`src/rtl/tabla_sweep_ctrl.sv`:
```
// Sweeps a combinational truth-table block through every input code in ascending
// order, captures its output column and scores it against a golden column.
module tabla_sweep_ctrl #(
    parameter int unsigned N_IN   = 4,
    parameter int unsigned SETTLE = 1
) (
    input  logic                 clk,
    input  logic                 reset,
    input  logic                 start,
    input  logic [2**N_IN-1:0]   expected,
    input  logic                 dut_out,
    output logic [N_IN-1:0]      dut_in,
    output logic                 busy,
    output logic                 done,
    output logic                 pass,
    output logic [2**N_IN-1:0]   captured,
    output logic [N_IN:0]        err_count,
    output logic [N_IN-1:0]      first_err_idx
);

    localparam int unsigned NCODE = 2**N_IN;
    localparam int unsigned IDX_W = N_IN;
    localparam int unsigned ERR_W = N_IN + 1;
    localparam int unsigned CNT_W = (SETTLE > 1) ? $clog2(SETTLE) : 1;

    typedef enum logic [1:0] {
        IDLE   = 2'd0,
        APPLY  = 2'd1,
        SAMPLE = 2'd2,
        DONE   = 2'd3
    } state_t;

    state_t             state;
    logic [NCODE-1:0]   exp_q;
    logic [IDX_W-1:0]   idx;
    logic [CNT_W-1:0]   cnt;
    logic               mismatch;

    // Case-inequality so an unknown output from the table block scores as an error.
    always_comb begin
        mismatch = 1'b0;
        mismatch = (dut_out !== exp_q[idx]);
    end

    always_ff @(posedge clk or posedge reset) begin
        if (reset) begin
            state         <= IDLE;
            exp_q         <= '0;
            idx           <= '0;
            cnt           <= '0;
            dut_in        <= '0;
            busy          <= 1'b0;
            done          <= 1'b0;
            pass          <= 1'b0;
            captured      <= '0;
            err_count     <= '0;
            first_err_idx <= '0;
        end else begin
            done <= 1'b0;
            case (state)
                IDLE: begin
                    if (start) begin
                        exp_q         <= expected;
                        captured      <= '0;
                        err_count     <= '0;
                        first_err_idx <= '0;
                        pass          <= 1'b0;
                        idx           <= '0;
                        dut_in        <= '0;
                        busy          <= 1'b1;
                        cnt           <= CNT_W'(SETTLE - 1);
                        state         <= APPLY;
                    end
                end
                APPLY: begin
                    if (cnt == '0) begin
                        state <= SAMPLE;
                    end else begin
                        cnt <= cnt - CNT_W'(1);
                    end
                end
                SAMPLE: begin
                    captured[idx] <= dut_out;
                    if (mismatch) begin
                        err_count <= err_count + ERR_W'(1);
                        if (err_count == '0) begin
                            first_err_idx <= idx;
                        end
                    end
                    // Last code ends the sweep instead of wrapping the index.
                    if (idx == '1) begin
                        state <= DONE;
                        done  <= 1'b1;
                        busy  <= 1'b0;
                        pass  <= (err_count == '0) && !mismatch;
                    end else begin
                        idx    <= idx + IDX_W'(1);
                        dut_in <= idx + IDX_W'(1);
                        cnt    <= CNT_W'(SETTLE - 1);
                        state  <= APPLY;
                    end
                end
                DONE: begin
                    state <= IDLE;
                end
                default: begin
                    state <= IDLE;
                end
            endcase
        end
    end

endmodule

```
`config.mk`:
```
export PLATFORM = sky130hd
export DESIGN_NAME = tabla_sweep_ctrl
export DESIGN_NICKNAME = d
export VERILOG_FILES = /design/src/rtl/tabla_sweep_ctrl.sv
export SDC_FILE = /design/constraint.sdc
export NUM_CORES = 1
export LEC_CHECK = 0
export ABC_CLOCK_PERIOD_IN_PS = 2150
export CAP_MARGIN = 10
export CORE_ASPECT_RATIO = 0.75
export CORE_MARGIN = 2
export CORE_UTILIZATION = 46
export DETAILED_ROUTE_END_ITERATION = 7
export GPL_TIMING_DRIVEN = 0
export PLACE_DENSITY = 0.81
export SYNTH_ARGS = -nofsm -noshare
export SYNTH_HDL_FRONTEND = slang
export SYNTH_SLANG_ARGS = --single-unit
```
`constraint.sdc`:
```
create_clock -name clk -period 2.15 [get_ports clk]
set_input_delay 0.43 -clock clk [delete_from_list [all_inputs] [get_ports clk]]
set_output_delay 0.43 -clock clk [all_outputs]
set_load 0.005 [all_outputs]
```
==> summary.md <==
| Metric | Value |
|---|---|
| Ratio of cells with drive above 1 in the final layout | `0.114` |
| Largest area contributor in the netlist | `dfrtp_1` |
| Setup_tns | `-1.83 ns` |
| Number of diodes | `0` |
| Clk buf depth | `2` |
| Switching power total | `about 1.4 mW` |
| Most common library cell in the layout ignoring fill and taps | `nand2_1` |
| Gr usage total | `0.202` |
| Core area | `5010 um^2` |
| MaxCap Viol Count | `0` |
| Share of the synthesized area in the top cell type | `0.512` |
| Synth Instances | `243` |
| Final Skew | `0.00956 ns` |
| CTS H-tree depth | `2` |
| Initial antenna violation count | `0` |
| Final Power | `3.61 mW` |
| Final setup vio count | `9` |
| Static Leakage | `1.44 nW` |
| Worst-path fanout max | `8` |
| Clock Latency Late Sink | `0.30 ns` |
| Part of the power in the clock network | `0.146` |
| Starting DRT DRC Count | `155` |
| Multi-input gate area | `roughly 1200 um^2` |
| P&R area growth vs syn | `33.6%` |
| Final nets | `333` |
| Post-Route WL | `5.61 mm` |
| Chip width | `between 80 and 90 um` |
| Routed vias/inst | `5.27` |
| Syn Nets | `269` |
| Placement Rows | `22` |
| Final ANT Viol Nets | `0` |
| IO buf count | `51` |
| Reg2Reg Depth | `6` |
| Die span in y | `around 67 um` |
| Dpl hpwl | `3.92 mm` |
| Crit path kind | `flop to flop` |
| WP data required | `2.35 ns` |
| Reg-to-reg critical path startpoint | `idx[1]` |
| Status | `finished with violations` |
| Die area | `5910 um^2` |
| RePlAce Congestion | `0.783` |
| Int Power | `2.25 mW` |
| Worst-path clk slew | `0.09 ns` |
| Period minus WS final | `2.40 ns` |
| Placed instance area | `3060 um^2` |
| Vias | `1997` |
| Max transition margin | `0.608` |
| Sequential-to-total area share from yosys stat | `0.512` |
| Util after Layout | `0.651` |
| Commonest non-fill, non-tap cells in the layout | `nand2_1, clkdlybuf4s50_1, dfrtp_1, o31ai_1, clkbuf_1` |
| Sw frac | `0.376` |
| Worst IR drop on VDD | `591 uV` |
| Slew @ Worst Pin | `approximately 0.6 ns` |
| Final Max Slew Viols | `0` |
| Tcrit/Tclk final | `1.12` |
| Share of total power in combinational logic | `0.472` |
| Synth Register Bits | `50` |
| Endpoints failing hold | `0` |
| PwrDens | `~1100 nW/um^2` |
| Largest net degree at the start of global routing | `42` |
| EDFF count, synth | `0` |
| Yosys cell types | `35` |
| Filler Cell Count | `around 420` |
| Worst Path Arrival | `about 2.6 ns` |
| Reg area | `approximately 1300 um^2` |
| CTS tree | `built` |
| Setup slack, reg-to-reg | `-0.25 ns` |
| RSZ-0062 raised after global routing | `true` |
| Root Driver | `clkbuf_8` |
| Hold Buf Count CTS | `0` |
| First-pass GRT wire length | `9.09 mm` |
| Top-level port count | `52` |
| Wirelength per Cell | `14.8 um` |
| Drt first pass iters | `4` |
| Syn Area/Cell | `10.1 um^2` |
| Grt ovf | `0` |
| Synth area leaders | `dfrtp_1, nand2_1, o31ai_1` |
| Vias in the first global route | `1870` |
| Worst hold-check path type | `primary input to asynchronous set/reset pin` |
| CTS Buf Count | `5` |
| Flop pwr share | `0.382` |
| Post-synth top flop | `dfrtp_1` |
| # clock sinks | `50` |
| Pre-CTS setup slack | `-0.481 ns` |
| Remaining DRCs | `0` |
| Initial Util | `0.488` |
| Worst setup SP type | `flop` |
| Post-Syn Area | `2440 um^2` |
| Crit end category | `flop` |
| Final setup margin | `-0.251 ns` |
| Reg-to-reg endpoint | `first_err_idx[0]` |
| Ys Warns | `0` |
| Failing checks | `negative setup slack` |
| Post-route cell area | `3260 um^2` |
| Max frequency | `416 MHz` |
| Synth async-reset ratio | `1.00` |
flip-flops by register name, summed over array words and instances, names as in the netlist:
register and cells:
busy 1, captured 16, done 1, err_count 5, exp_q 16, first_err_idx 4
idx 4, pass 1, state 2
routing by layer:
metal  global-route usage  wire (um)
met1                0.292       2670
met2                0.313       2560
met3               0.0384        286
met4               0.0549         91
met5                    0          0
how the worst max path moves through the flow:
stage,cells past startpoint,end,slack (ns),from
floorplan,6,first_err_idx[0],-0.18,idx[1]
CTS,6,first_err_idx[0],-0.25,idx[1]
detailed placement,6,first_err_idx[1],-0.48,dut_out
global placement,6,first_err_idx[0],-0.48,dut_out
finish,6,first_err_idx[0],-0.25,idx[1]
global route,6,first_err_idx[1],-0.30,idx[1]
stage by stage:
stage                     cells  hold WS, ns
after global placement      366        0.454
after global routing        379        0.381
after floorplan             243        0.438
final                       379        0.357
after CTS                   378        0.365
after detailed placement    367        0.458
logic make-up after synthesis:
| family | synth area share |
|---|---|
| AND/OR/NAND/NOR | 0.171 |
| adder cells (fa/ha/maj) | 0.0307 |
| AO/OA/AOI/OAI | 0.127 |
| multiplexers | 0.109 |
| XOR/XNOR | 0.00717 |
| flip-flops | 0.512 |
| buffers and inverters | 0.0430 |
cells in the mapped netlist, types with 3 or more instances:
master,count
inv_1,9
mux2_4,3
nand4_1,3
or3_1,3
o41ai_1,4
o31ai_1,13
clkbuf_1,12
a21oi_1,3
ha_1,6
nor2_1,6
nand2b_1,5
o311ai_0,4
o211ai_1,11
o21ai_0,4
mux2_1,6
nand3_1,6
nand2_1,67
buf_1,3
mux2i_1,7
dfrtp_1,50
cell type report:
cell class | instances | area share
sequential | 50 | 0.384
tap | 72 | 0.0276
clock buffer | 6 | 0.0222
buffer | 16 | 0.0222
clock inverter | 1 | 0.00230
multi-input combinational | 167 | 0.354
timing repair buffer | 57 | 0.176
inverter | 10 | 0.0115
power by group through the flow:
stage / sequential (mW) / combinational [mW] / clock, mW
3_5_place_dp: 1.39 / 1.47 / 0
4_1_cts: 1.37 / 1.61 / 0.532
6_report: 1.38 / 1.70 / 0.526
5_1_grt: 1.41 / 1.87 / 0.574
2_1_floorplan: 1.35 / 1.01 / 0
3_3_place_gp: 1.38 / 1.41 / 0
repair_timing:
action	4_1_cts	5_1_grt
setup buffers	4	1
pin swaps	1	2
setup endpoints to repair	9	17
gates resized for setup	6	13
hold endpoints to repair	0	0
worst max-delay path: stages (launching register included):
cell and delay, ns:
dfrtp_2 0.42, buf_8 0.15, mux2_4 0.30, mux4_2 0.53
mux2i_4 0.24, a211o_4 0.35, mux2_4 0.30
No activity file was read; power rests on OpenSTA's default activity.
